<file path="src/rtl/vga_pkg.sv">
// Purpose: shared screen geometry, colour/address widths, pixel record and FSM encodings.
// Latency: n/a (types and constants only).
// Backpressure: n/a.
package vga_pkg;

    localparam int X_SCREEN      = 160;
    localparam int Y_SCREEN      = 120;
    localparam int SCREEN_PIXELS = X_SCREEN * Y_SCREEN;   // 19200
    localparam int COLOUR_W      = 3;
    localparam int ADDR_W        = 15;
    localparam int FIFO_DEPTH_D  = 8;

    typedef logic [COLOUR_W-1:0] colour_t;

    // One buffered pixel: 8b x, 7b y, 3b colour = 18 bits.
    typedef struct packed {
        logic [7:0] x;
        logic [6:0] y;
        colour_t    colour;
    } pix_t;

    typedef enum logic [1:0] {
        S_IDLE  = 2'd0,
        S_WRITE = 2'd1,
        S_CLEAR = 2'd2
    } state_t;

endpackage

</file>
<file path="src/rtl/vga_pixel_writer_if.sv">
// Purpose: bundles the plotter pixel stream, clear command and frame-buffer write port.
// Latency: n/a (wiring only).
// Backpressure: oReady throttles iPlot; iMemReady stalls oWren/oAddr/oData.
// Ports: i* are driven by the master (plotter/memory side), o* by the slave (pixel writer).
interface vga_pixel_writer_if #(
    parameter int ADDR_WIDTH = 15
);
    import vga_pkg::*;

    logic [7:0]            iX;
    logic [6:0]            iY;
    colour_t               iColour;
    logic                  iPlot;
    logic                  iClear;
    colour_t               iClearColour;
    logic                  iMemReady;
    logic                  oReady;
    logic [ADDR_WIDTH-1:0] oAddr;
    colour_t               oData;
    logic                  oWren;
    logic                  oBusy;
    logic                  oOverflow;
    logic [7:0]            oClipCount;

    modport master (
        output iX, iY, iColour, iPlot, iClear, iClearColour, iMemReady,
        input  oReady, oAddr, oData, oWren, oBusy, oOverflow, oClipCount
    );

    modport slave (
        input  iX, iY, iColour, iPlot, iClear, iClearColour, iMemReady,
        output oReady, oAddr, oData, oWren, oBusy, oOverflow, oClipCount
    );

endinterface

</file>
<file path="src/rtl/pixel_fifo.sv">
// Purpose: generic synchronous FIFO (power-of-2 depth) with occupancy count.
// Latency: a push is visible at pop_dat / !empty after one clock edge.
// Backpressure: push ignored while full, pop ignored while empty; caller watches full/empty.
// Ports: clock, resetn (async active-low), push/push_dat, pop/pop_dat, full, empty, count.
module pixel_fifo #(
    parameter int WIDTH = 18,
    parameter int DEPTH = 8
) (
    input  logic                     clock,
    input  logic                     resetn,
    input  logic                     push,
    input  logic [WIDTH-1:0]         push_dat,
    input  logic                     pop,
    output logic [WIDTH-1:0]         pop_dat,
    output logic                     full,
    output logic                     empty,
    output logic [$clog2(DEPTH):0]   count
);
    localparam int AW = $clog2(DEPTH);
    localparam int CW = AW + 1;

    logic [WIDTH-1:0] mem [DEPTH];
    logic [AW-1:0]    wr_ptr;
    logic [AW-1:0]    rd_ptr;
    logic             do_push;
    logic             do_pop;

    assign full    = (count == CW'(DEPTH));
    assign empty   = (count == '0);
    assign do_push = push && !full;
    assign do_pop  = pop && !empty;
    assign pop_dat = mem[rd_ptr];

    // Storage needs no reset; occupancy is tracked by count alone.
    always_ff @(posedge clock) begin
        if (do_push) begin
            mem[wr_ptr] <= push_dat;
        end
    end

    always_ff @(posedge clock or negedge resetn) begin
        if (!resetn) begin
            wr_ptr <= '0;
            rd_ptr <= '0;
            count  <= '0;
        end else begin
            if (do_push) wr_ptr <= wr_ptr + AW'(1);
            if (do_pop)  rd_ptr <= rd_ptr + AW'(1);
            count <= count + CW'(do_push) - CW'(do_pop);
        end
    end

endmodule

</file>
<file path="src/rtl/vga_pixel_writer.sv">
// Purpose: clip plotter pixels, buffer them, write them to the frame buffer; full-screen clear.
// Latency: pixel pushed into an idle writer appears on oWren/oAddr one edge later.
// Backpressure: oReady (registered !full) gates iPlot; oWren/oAddr/oData hold until iMemReady.
// Ports: iClock, iResetn plain; pixel stream, clear command and write port via bus (slave).
module vga_pixel_writer
    import vga_pkg::*;
#(
    parameter int X_SCREEN_PIXELS = X_SCREEN,
    parameter int Y_SCREEN_PIXELS = Y_SCREEN,
    parameter int FIFO_DEPTH      = FIFO_DEPTH_D,
    parameter int ADDR_WIDTH      = ADDR_W
) (
    input  logic              iClock,
    input  logic              iResetn,
    vga_pixel_writer_if.slave bus
);
    localparam int CW = $clog2(FIFO_DEPTH) + 1;
    localparam logic [ADDR_WIDTH-1:0] LAST_ADDR =
        ADDR_WIDTH'(X_SCREEN_PIXELS * Y_SCREEN_PIXELS - 1);

    pix_t                  fifo_in;
    pix_t                  fifo_out;
    logic                  fifo_full;
    logic                  fifo_empty;
    logic [CW-1:0]         fifo_count;
    logic [CW-1:0]         fifo_count_nxt;

    logic                  in_bounds;
    logic                  push;
    logic                  pop;
    logic                  ready_q;
    logic                  overflow_q;
    logic [7:0]            clip_q;

    logic                  wren_q;
    logic [ADDR_WIDTH-1:0] addr_q;
    colour_t               data_q;
    logic [ADDR_WIDTH-1:0] pix_addr;

    logic                  clr_d_q;
    logic                  clr_pend_q;
    colour_t               clr_col_q;
    logic [ADDR_WIDTH-1:0] clr_cnt_q;
    logic                  clr_rise;
    logic                  clr_req;

    state_t                state_q;
    state_t                state_nxt;
    logic                  out_free;
    logic                  xfer_done;
    logic                  load_clr;
    logic                  clr_step;
    logic                  clr_end;

    // ---------------- input side: clip, push, flags ----------------
    assign in_bounds = (bus.iX < 8'(X_SCREEN_PIXELS)) && (bus.iY < 7'(Y_SCREEN_PIXELS));
    assign push      = bus.iPlot && in_bounds && ready_q;

    assign fifo_in.x      = bus.iX;
    assign fifo_in.y      = bus.iY;
    assign fifo_in.colour = bus.iColour;

    // oReady must already reflect the occupancy left by this edge, so it is
    // registered from the next-state count rather than from the current full flag.
    assign fifo_count_nxt = fifo_count + CW'(push) - CW'(pop);

    pixel_fifo #(
        .WIDTH ($bits(pix_t)),
        .DEPTH (FIFO_DEPTH)
    ) u_fifo (
        .clock    (iClock),
        .resetn   (iResetn),
        .push     (push),
        .push_dat (fifo_in),
        .pop      (pop),
        .pop_dat  (fifo_out),
        .full     (fifo_full),
        .empty    (fifo_empty),
        .count    (fifo_count)
    );

    // y*160 + x as two shifts and adds.
    assign pix_addr = (ADDR_WIDTH'(fifo_out.y) << 7) + (ADDR_WIDTH'(fifo_out.y) << 5)
                    + ADDR_WIDTH'(fifo_out.x);

    // ---------------- control FSM ----------------
    assign out_free  = !wren_q || bus.iMemReady;
    assign xfer_done = wren_q && bus.iMemReady;
    assign clr_rise  = bus.iClear && !clr_d_q;
    assign clr_req   = clr_pend_q || clr_rise;

    always_ff @(posedge iClock or negedge iResetn) begin
        if (!iResetn) state_q <= S_IDLE;
        else          state_q <= state_nxt;
    end

    always_comb begin
        state_nxt = state_q;
        pop       = 1'b0;
        load_clr  = 1'b0;
        clr_step  = 1'b0;
        clr_end   = 1'b0;
        case (state_q)
            S_IDLE: begin
                if (clr_req && out_free) begin
                    load_clr  = 1'b1;
                    state_nxt = S_CLEAR;
                end else if (!fifo_empty && out_free) begin
                    pop       = 1'b1;
                    state_nxt = S_WRITE;
                end
            end
            S_WRITE: begin
                // A pending clear blocks further pops until the in-flight write retires.
                if (clr_req && out_free) begin
                    load_clr  = 1'b1;
                    state_nxt = S_CLEAR;
                end else if (out_free) begin
                    if (!fifo_empty) pop = 1'b1;
                    else             state_nxt = S_IDLE;
                end
            end
            S_CLEAR: begin
                if (xfer_done) begin
                    if (clr_cnt_q == LAST_ADDR) begin
                        clr_end   = 1'b1;
                        state_nxt = fifo_empty ? S_IDLE : S_WRITE;
                    end else begin
                        clr_step  = 1'b1;
                    end
                end
            end
            default: state_nxt = S_IDLE;
        endcase
    end

    // ---------------- datapath registers ----------------
    always_ff @(posedge iClock or negedge iResetn) begin
        if (!iResetn) begin
            ready_q    <= 1'b0;
            overflow_q <= 1'b0;
            clip_q     <= '0;
            clr_d_q    <= 1'b0;
            clr_pend_q <= 1'b0;
            clr_col_q  <= '0;
            clr_cnt_q  <= '0;
            wren_q     <= 1'b0;
            addr_q     <= '0;
            data_q     <= '0;
        end else begin
            ready_q <= (fifo_count_nxt != CW'(FIFO_DEPTH));
            clr_d_q <= bus.iClear;

            if (bus.iPlot && !in_bounds && (clip_q != 8'hFF)) clip_q <= clip_q + 8'd1;
            if (bus.iPlot && in_bounds && !ready_q)           overflow_q <= 1'b1;

            // Remember a clear that arrives while a write is still stalled; a rise
            // during an active clear is dropped.
            if (load_clr) begin
                clr_pend_q <= 1'b0;
            end else if (clr_rise && (state_q != S_CLEAR) && !clr_pend_q) begin
                clr_pend_q <= 1'b1;
                clr_col_q  <= bus.iClearColour;
            end

            if (load_clr) begin
                wren_q    <= 1'b1;
                addr_q    <= '0;
                clr_cnt_q <= '0;
                data_q    <= clr_pend_q ? clr_col_q : bus.iClearColour;
            end else if (clr_step) begin
                addr_q    <= clr_cnt_q + ADDR_WIDTH'(1);
                clr_cnt_q <= clr_cnt_q + ADDR_WIDTH'(1);
            end else if (clr_end) begin
                wren_q    <= 1'b0;
            end else if (pop) begin
                wren_q    <= 1'b1;
                addr_q    <= pix_addr;
                data_q    <= fifo_out.colour;
            end else if (xfer_done) begin
                wren_q    <= 1'b0;
            end
        end
    end

    assign bus.oReady     = ready_q;
    assign bus.oAddr      = addr_q;
    assign bus.oData      = data_q;
    assign bus.oWren      = wren_q;
    assign bus.oOverflow  = overflow_q;
    assign bus.oClipCount = clip_q;
    assign bus.oBusy      = !fifo_empty || wren_q || (state_q == S_CLEAR) || clr_pend_q;

    // fifo_full is implied by fifo_count; kept for visibility on the waveform.
    logic unused_full;
    assign unused_full = fifo_full;

endmodule

</file>
<file path="src/flat_wrapper.sv">
// flat-port wrapper written by rule: the top's interface ports become plain ports
module vga_pixel_writer_flat import vga_pkg::*;
#(
    parameter int X_SCREEN_PIXELS = X_SCREEN,
    parameter int Y_SCREEN_PIXELS = Y_SCREEN,
    parameter int FIFO_DEPTH      = FIFO_DEPTH_D,
    parameter int ADDR_WIDTH      = ADDR_W
)
  (iClock, iResetn, bus_iX, bus_iY, bus_iColour, bus_iPlot, bus_iClear, bus_iClearColour, bus_iMemReady, bus_oReady, bus_oAddr, bus_oData, bus_oWren, bus_oBusy, bus_oOverflow, bus_oClipCount);
  vga_pixel_writer_if #(.ADDR_WIDTH(ADDR_WIDTH)) bus_i ();
  input  logic iClock;
  input  logic iResetn;
  input wire logic [$bits(bus_i.iX)-1:0] bus_iX;
  input wire logic [$bits(bus_i.iY)-1:0] bus_iY;
  input wire logic [$bits(bus_i.iColour)-1:0] bus_iColour;
  input wire logic [$bits(bus_i.iPlot)-1:0] bus_iPlot;
  input wire logic [$bits(bus_i.iClear)-1:0] bus_iClear;
  input wire logic [$bits(bus_i.iClearColour)-1:0] bus_iClearColour;
  input wire logic [$bits(bus_i.iMemReady)-1:0] bus_iMemReady;
  output wire logic [$bits(bus_i.oReady)-1:0] bus_oReady;
  output wire logic [$bits(bus_i.oAddr)-1:0] bus_oAddr;
  output wire logic [$bits(bus_i.oData)-1:0] bus_oData;
  output wire logic [$bits(bus_i.oWren)-1:0] bus_oWren;
  output wire logic [$bits(bus_i.oBusy)-1:0] bus_oBusy;
  output wire logic [$bits(bus_i.oOverflow)-1:0] bus_oOverflow;
  output wire logic [$bits(bus_i.oClipCount)-1:0] bus_oClipCount;
  assign bus_i.iX = bus_iX;
  assign bus_i.iY = bus_iY;
  assign bus_i.iColour = bus_iColour;
  assign bus_i.iPlot = bus_iPlot;
  assign bus_i.iClear = bus_iClear;
  assign bus_i.iClearColour = bus_iClearColour;
  assign bus_i.iMemReady = bus_iMemReady;
  assign bus_oReady = bus_i.oReady;
  assign bus_oAddr = bus_i.oAddr;
  assign bus_oData = bus_i.oData;
  assign bus_oWren = bus_i.oWren;
  assign bus_oBusy = bus_i.oBusy;
  assign bus_oOverflow = bus_i.oOverflow;
  assign bus_oClipCount = bus_i.oClipCount;
  vga_pixel_writer #(.X_SCREEN_PIXELS(X_SCREEN_PIXELS), .Y_SCREEN_PIXELS(Y_SCREEN_PIXELS), .FIFO_DEPTH(FIFO_DEPTH), .ADDR_WIDTH(ADDR_WIDTH)) u_core (.iClock(iClock), .iResetn(iResetn), .bus(bus_i));
endmodule
</file>
<file path="config.mk">
export PLATFORM = sky130hd
export DESIGN_NAME = vga_pixel_writer_flat
export DESIGN_NICKNAME = d
export VERILOG_FILES = /design/src/rtl/vga_pkg.sv /design/src/rtl/vga_pixel_writer_if.sv /design/src/rtl/pixel_fifo.sv /design/src/rtl/vga_pixel_writer.sv /design/src/flat_wrapper.sv
export SDC_FILE = /design/constraint.sdc
export NUM_CORES = 1
export LEC_CHECK = 0
export ABC_AREA = 0
export BUFFER_PORTS_ARGS = -buffer_cell sky130_fd_sc_hd__buf_2
export CORE_MARGIN = 3
export CORE_UTILIZATION = 45
export CTS_BUF_LIST = sky130_fd_sc_hd__clkbuf_16
export DETAILED_ROUTE_END_ITERATION = 6
export GPL_TIMING_DRIVEN = 0
export PLACE_DENSITY = 0.61
export REMOVE_ABC_BUFFERS = 1
export SYNTH_ARGS = -nofsm -noshare
export SYNTH_HDL_FRONTEND = slang
export SYNTH_SLANG_ARGS = --single-unit
</file>
<file path="constraint.sdc">
create_clock -name iClock -period 4.3 [get_ports iClock]
set_input_delay 0.86 -clock iClock [delete_from_list [all_inputs] [get_ports iClock]]
set_output_delay 0.86 -clock iClock [all_outputs]
set_load 0.01 [all_outputs]
</file>
Yosys cells after proc, flatten, opt, wreduce, memory -nomap -nowiden
Memory sizes are Yosys's and may differ from the RTL's.
Index checks and enable logic that the tools add are counted.
{ "word_totals": {"reg_bits": 61, "mem_bits_rw": 144, "in_bits": 26, "word_cells": 125, "n_memories": 1} }
{ "mem_list": {"columns": ["name", "depth", "width", "read_ports", "rd_ports_with_merged_regs", "write_ports", "line", "text"], "rows": [
  ["u_core.u_fifo.mem", 8, 18, 1, 0, 1, "pixel_fifo.sv:22", "logic [WIDTH-1:0] mem [DEPTH];"]
]} }
{ "classes": {"add_sub_neg": 10, "magnitude_cmp": 2, "eq_ne": 15, "muxes": 43, "bitwise_logic": 1, "reduce_logical": 39} }
{ "ops": {"columns": ["operator", "n"], "rows": [
  ["$mux 15", 6],
  ["$mux 1", 23],
  ["$add 14x12->15", 1],
  ["$add 15x1->15 const B", 1],
  ["$add 15x8->15", 1],
  ["$eq 15x15->1 const B", 1],
  ["$mux 3", 5],
  ["$logic_and 1x1->1", 14],
  ["$mux 2", 7],
  ["$ne 3x1->1 const B", 4],
  ["$add 4x1->4", 2],
  ["$add 8x1->8 const B", 1],
  ["$lt 8x8->1 const B", 1],
  ["$ne 2x1->1 const B", 4],
  ["$ne 8x8->1 const B", 1],
  ["$sub 4x1->4", 2],
  ["$logic_not 1->1", 7],
  ["$lt 7x7->1 const B", 1],
  ["$add 3x1->3 const B", 2],
  ["$pmux 2 s3", 1],
  ["$reduce_and 2->1", 3],
  ["$reduce_bool 2->1", 3],
  ["$logic_or 1x1->1", 5],
  ["$reduce_and 5->1", 1],
  ["13 further kinds", 13]
]} }

Depth between registers and ports, before layout
{ "depth": {"ltp_word": 10, "ltp_mapped": 15, "mapped_depth_nobuf": 12} }

By module
From an unflattened synthesis, not the netlist that was laid out.
{ "unflattened": {"cells_unflattened": 591, "hier_area_um2": 9286.4} }
{ "by_module_without_submodules": {"columns": ["mod", "n_inst", "cells_per_inst", "area_per_inst_um2", "seq_area_each_um2"], "rows": [
  ["pixel_fifo", 1, 265, 6097.1, 4574.4],
  ["vga_pixel_writer", 1, 326, 3189.3, 1276.2]
]} }

Worst setup path after synthesis
OpenSTA, ideal clock, no wires.
{ "synth_path": {"path_type": "input -> register", "startpoint": "in bus_iX[6]", "endpoint": "mem u_core.u_fifo.mem[1][0], enable pin", "setup_time_ps": 420, "arrival_ps": 3238, "setup_slack_ps": 642, "path_stages": 5, "path_cell_list": "o21ai_0 nand4_1 a21oi_1 nand2b_1 nor3b_1"} }
{ "synth_between": {"elab_chain_cells": 7} }
{ "synth_rtl": {"columns": ["element", "line", "text"], "rows": [
  ["start, declared", "flat_wrapper.sv:13", "input wire logic [$bits(bus_i.iX)-1:0] bus_iX;"],
  ["$lt 8x8->1", "vga_pixel_writer.sv:56", "assign in_bounds = (bus.iX < 8'(X_SCREEN_PIXELS)) && (bus.iY < 7'(Y_SCREEN_PIXELS));"],
  ["$logic_and 1x1->1", "vga_pixel_writer.sv:56", null],
  ["$logic_and 1x1->1 (2 in series)", "vga_pixel_writer.sv:57", "assign push = bus.iPlot && in_bounds && ready_q;"],
  ["$logic_and 1x1->1", "pixel_fifo.sv:30", "assign do_push = push && !full;"],
  ["$mux 1", "pixel_fifo.sv:36", "if (do_push) begin"],
  ["$mux 1 (implied by the code)", "pixel_fifo.sv:37", "mem[wr_ptr] <= push_dat;"],
  ["end, declared", "pixel_fifo.sv:22", null]
]} }
Every way passes these cells.

Final worst setup path
{ "layout_path": {"startpoint": "reg u_core.u_fifo.rd_ptr[0]", "endpoint": "reg u_core.addr_q[12], in the netlist u_core.bus.oAddr[12]"} }
{ "layout_between": {"elab_chain_cells": 7} }
{ "layout_rtl": {"columns": ["element", "line", "text"], "rows": [
  ["start, declared", "pixel_fifo.sv:24", "logic [AW-1:0] rd_ptr;"],
  ["start signal, assigned", "pixel_fifo.sv:48", "if (do_pop) rd_ptr <= rd_ptr + AW'(1);"],
  ["$mem_v2 8x18 *", null, null],
  ["$add 14x12->15", "vga_pixel_writer.sv:83", "assign pix_addr = (ADDR_WIDTH'(fifo_out.y) << 7) + (ADDR_WIDTH'(fifo_out.y) << 5)"],
  ["$add 15x8->15 *", "vga_pixel_writer.sv:84", "+ ADDR_WIDTH'(fifo_out.x);"],
  ["$mux 15 *", "vga_pixel_writer.sv:176", "end else if (pop) begin"],
  ["$mux 15 *", "vga_pixel_writer.sv:174", "end else if (clr_end) begin"],
  ["$mux 15 *", "vga_pixel_writer.sv:171", "end else if (clr_step) begin"],
  ["$mux 15 *", "vga_pixel_writer.sv:166", "if (load_clr) begin"],
  ["end signal, assigned", "vga_pixel_writer.sv:172", "addr_q <= clr_cnt_q + ADDR_WIDTH'(1);"],
  ["end signal, assigned", "vga_pixel_writer.sv:178", "addr_q <= pix_addr;"],
  ["end, declared", "vga_pixel_writer.sv:36", "logic [ADDR_WIDTH-1:0] addr_q;"]
]} }
Every way passes the cells marked *; elsewhere a longest branch is shown, timed or not. The select of a mux whose other input is x is not followed.
A chain may end at the register's enable or synchronous reset.

==> reports/metrics.yaml <==
tightest_slew_ns: 1.185
end_kind: "register"
crit_top_cell: "fa_1"
worstSkewPairLatency_ns: 0.49
worst_hold_slack_ns: 0.4471
ff2ff_setup_slack_ns: 0.46
finalWeightedCongestion: 0.8005
rr_endpoint: "u_core.bus.oAddr[12]"
crit_path_start_kind: "register"
slowest_delay_ns: 0.76
synth_area_um2: 9119
hp-class: "in -> async"
grt_max_degree: 62
ios: 56
drt-pass1-iter-count: 4
htree_levels: 1
fin_area_um2: 10580
grtUsageTotal_pct: 17.20
core_area_um2: 19650
power_frac_seq_pct: 49.2
hold_violations: 0
cp.arrival_ns: 4.16
fp.dieH_um: 148.4
totalWireLength_mm: 18.53
root_buffer: "clkbuf_16"
drt-wirelength-per-cell_um: 19.78
grt_pass1_vias: 5340
worstPathMaxFanout: 24
grt_pass1_wl_mm: 29.89
synth_ff_type: "edfxtp_1"
synth_async_sr_flop_share_pct: 29.76
drive_gt1_share_pct: 27.53
synth_seq_area_share_pct: 64.16
finalCriticalPeriod_ns: 3.840
ys_types: 56
cp.required_ns: 4.62
placed_area_um2: 9848
combPwrFrac_pct: 13.6
pwr-share-clk_pct: 37.2
fmax_mhz: 260.4
vias_per_cell: 5.496
fill_cells: 1630
drc: 0
regArea_um2: 5856
slew_viol_final: 0
multi_input_comb_area_um2: 3099
antenna_found_initial: 0
num_vias: 5150
numClockSinks: 205
cts_max_path_buffers: 3
hold_buffers: 0
rr_worst_depth: 9
synth_cells: 584
r2r_start: "u_core.u_fifo.rd_ptr[0]"
power_density_nw_per_um2: 466.8
critical_path_class: "reg -> reg"
insertedDiodeCount: 0
timing.final.crit_share_pct: 89.29
fin_cells: 937
post-cts-setup-buffers: 0
ys_ff_latch: 205
clkTransAtPathRegs_ns: 0.06
dieArea_um2: 22010
yosys_warnings: 0
cts_resized: 0
cp_slowest_cell: "dfrtp_4"
worst_ir_drop_vdd_mv: 0.3287
crit_end: "u_core.bus.oAddr[12]"
drtIter0Drc: 293
gr-total-overflow: 0
setup_viol: 0
status: "finished, final reports clean"
dp_cells: 896
startpoint: "u_core.u_fifo.rd_ptr[0]"
crit_chain: "mux4_2 -> mux2i_1 -> fa_1 -> fa_1 -> nor2b_1 -> o311ai_0 -> a21oi_1 -> xnor2_1 -> o221ai_1"
dp_hpwl_mm: 12.41
p_sw_share_pct: 24.99
rsz0062_at_grt: "no"
p_int_mw: 3.703
synth_edf_count: 144
cap_violations: 0
cts_tree: "done"
ant_nets: 0
syn2layout_area_growth_pct: 15.97
syn_avg_cell_area_um2: 15.61
nets: 711
rows: 51
relSlewSlack_pct: 20.80
p_switching_mw: 1.234
port_buffers: 55
clock_skew_ns: 0.01058
p_leak_nw: 3.967
initial_core_util_pct: 46.40
die_x_um: 148.4
numCtsBuffers: 22
-- final cells by class --
cell class	instances	area share, %
repair buffers	73	4.792
clock buffers	23	5.443
multi-input cells	335	29.31
clock inverters	17	1.278
flip-flops and latches	205	55.37
well taps	265	3.135
inverters	19	0.6744
-- power groups by stage --
stage | registers, mW | clock network [mW] | logic (mW)
global route | 2.45 | 1.97 | 0.754
CTS | 2.43 | 1.89 | 0.687
global placement | 2.46 | 0 | 0.599
floorplan | 2.45 | 0 | 0.408
finish | 2.43 | 1.84 | 0.671
detailed placement | 2.47 | 0 | 0.683
-- cell usage after synthesis, types with 2 or more instances --
master | number | area (um2)
nor4_1 | 2 | 12.51
o311ai_0 | 2 | 17.52
o221ai_1 | 3 | 26.28
nor2_1 | 20 | 75.07
a21o_1 | 6 | 45.04
and3_1 | 10 | 62.56
mux4_2 | 36 | 810.8
edfxtp_1 | 144 | 4324
a22o_1 | 4 | 35.03
dfrtp_1 | 61 | 1526
a21oi_1 | 22 | 110.1
a211oi_1 | 2 | 15.01
nor2b_1 | 5 | 31.28
o21ai_0 | 15 | 75.07
nand2_1 | 29 | 108.9
mux2i_1 | 11 | 110.1
buf_2 | 10 | 50.05
nand2b_1 | 10 | 62.56
a221oi_1 | 2 | 17.52
clkbuf_1 | 9 | 33.78
or4_1 | 2 | 15.01
buf_6 | 2 | 22.52
xor2_1 | 13 | 113.9
ha_1 | 25 | 312.8
nor3_1 | 9 | 45.04
nand4_1 | 11 | 68.82
buf_4 | 3 | 22.52
a31o_2 | 3 | 26.28
a221oi_2 | 4 | 60.06
xnor2_1 | 21 | 183.9
o211ai_1 | 2 | 15.01
fa_1 | 4 | 80.08
and4_1 | 4 | 35.03
nand3_1 | 17 | 85.08
mux2_2 | 18 | 202.7
inv_1 | 18 | 67.56
nor3b_1 | 6 | 45.04
-- logic make-up (layout without fill, tap and decap cells) --
| logic type | count (synthesis) | count (layout) | synth area share, % |
|---|---|---|---|
| AOI/OAI and AO/OA | 72 | 72 | 5.681 |
| xor gates and xnor gates | 34 | 34 | 3.266 |
| adders and majority gates | 29 | 29 | 4.308 |
| buffers and inverters | 44 | 132 | 2.236 |
| DFF | 205 | 205 | 64.16 |
| muxes | 65 | 65 | 12.32 |
| and+or+nand+nor | 135 | 135 | 8.027 |
-- layer usage --
metal | routed length (um) | track usage, % | up-vias
met5 | 0 | 0 | -
met4 | 244 | 3.788 | 0
met3 | 751 | 2.620 | 20
met2 | 8852 | 28.18 | 108
met1 | 8685 | 24.74 | 2621
li1 | - | - | 2401
-- metrics by stage --
| stage | utilization [%] | setup TNS, ns | setup slack, ns | power [mW] |
|---|---|---|---|---|
| detailed placement | 50.11 | 0 | 0.02720 | 3.151 |
| finish | 53.81 | 0 | 0.4605 | 4.936 |
| global placement | 48.81 | -150.91 | -1.459 | 3.055 |
| CTS | 53.72 | 0 | 0.1514 | 5.001 |
| floorplan | - | 0 | 0.007510 | 2.862 |
| global route | 53.81 | 0 | 0.1921 | 5.173 |
-- placed cells by master (no fill, tap or decap), drive strengths merged, types with 2 or more instances in the layout --
| cell | n |
|---|---|
| nand2b | 10 |
| bufinv | 2 |
| nand4 | 11 |
| and3 | 10 |
| a221oi | 6 |
| clkinv | 12 |
| edfxtp | 144 |
| a211oi | 2 |
| a21oi | 22 |
| inv | 20 |
| o221ai | 3 |
| or3b | 2 |
| mux2 | 18 |
| o21ai | 15 |
| nor3b | 6 |
| o211ai | 2 |
| buf | 73 |
| a22o | 4 |
| xnor2 | 21 |
| nand3 | 17 |
| nor3 | 9 |
| dfrtp | 61 |
| ha | 25 |
| nor2b | 5 |
| nand2 | 29 |
| xor2 | 13 |
| a31o | 3 |
| fa | 4 |
| nor4 | 3 |
| clkbuf | 23 |
| clkinvlp | 2 |
| or4 | 2 |
| and4 | 4 |
| nor2 | 21 |
| mux2i | 11 |
| o311ai | 3 |
| mux4 | 36 |
| a21o | 6 |
-- flip-flops by register name, summed over array words and instances (netlist names), 2 cells and up --
signal	flops
u_core.u_fifo.wr_ptr	3
u_core.bus.oClipCount	8
u_core.u_fifo.count	4
u_core.state_q	2
u_core.u_fifo.rd_ptr	3
u_core.bus.oAddr	15
u_core.clr_cnt_q	15
u_core.u_fifo.mem	144
u_core.clr_col_q	3
u_core.bus.oData	3
-- worst min-delay path by stage --
stage,start,endpoint,cells past startpoint
final,iResetn,u_core.bus.oClipCount[3],1
after floorplan,u_core.u_fifo.wr_ptr[2],u_core.u_fifo.wr_ptr[2],1
after CTS,bus_iClear,u_core.clr_d_q,1
after global placement,u_core.bus.oClipCount[5],u_core.bus.oClipCount[5],1
after global routing,bus_iClear,u_core.clr_d_q,1
after detailed placement,u_core.bus.oReady,u_core.bus.oOverflow,1
-- worst max-delay path, delay by kind of cell, from the launching register on --
kind,cells,cell delay [ns]
XOR/XNOR,1,0.17
AO/OA/AOI/OAI,3,0.60
multiplexers,2,0.93
flip-flops,1,0.76
adder cells (fa/ha/maj),2,1.01
AND/OR/NAND/NOR,1,0.19
(Power assumes the default switching activity.)
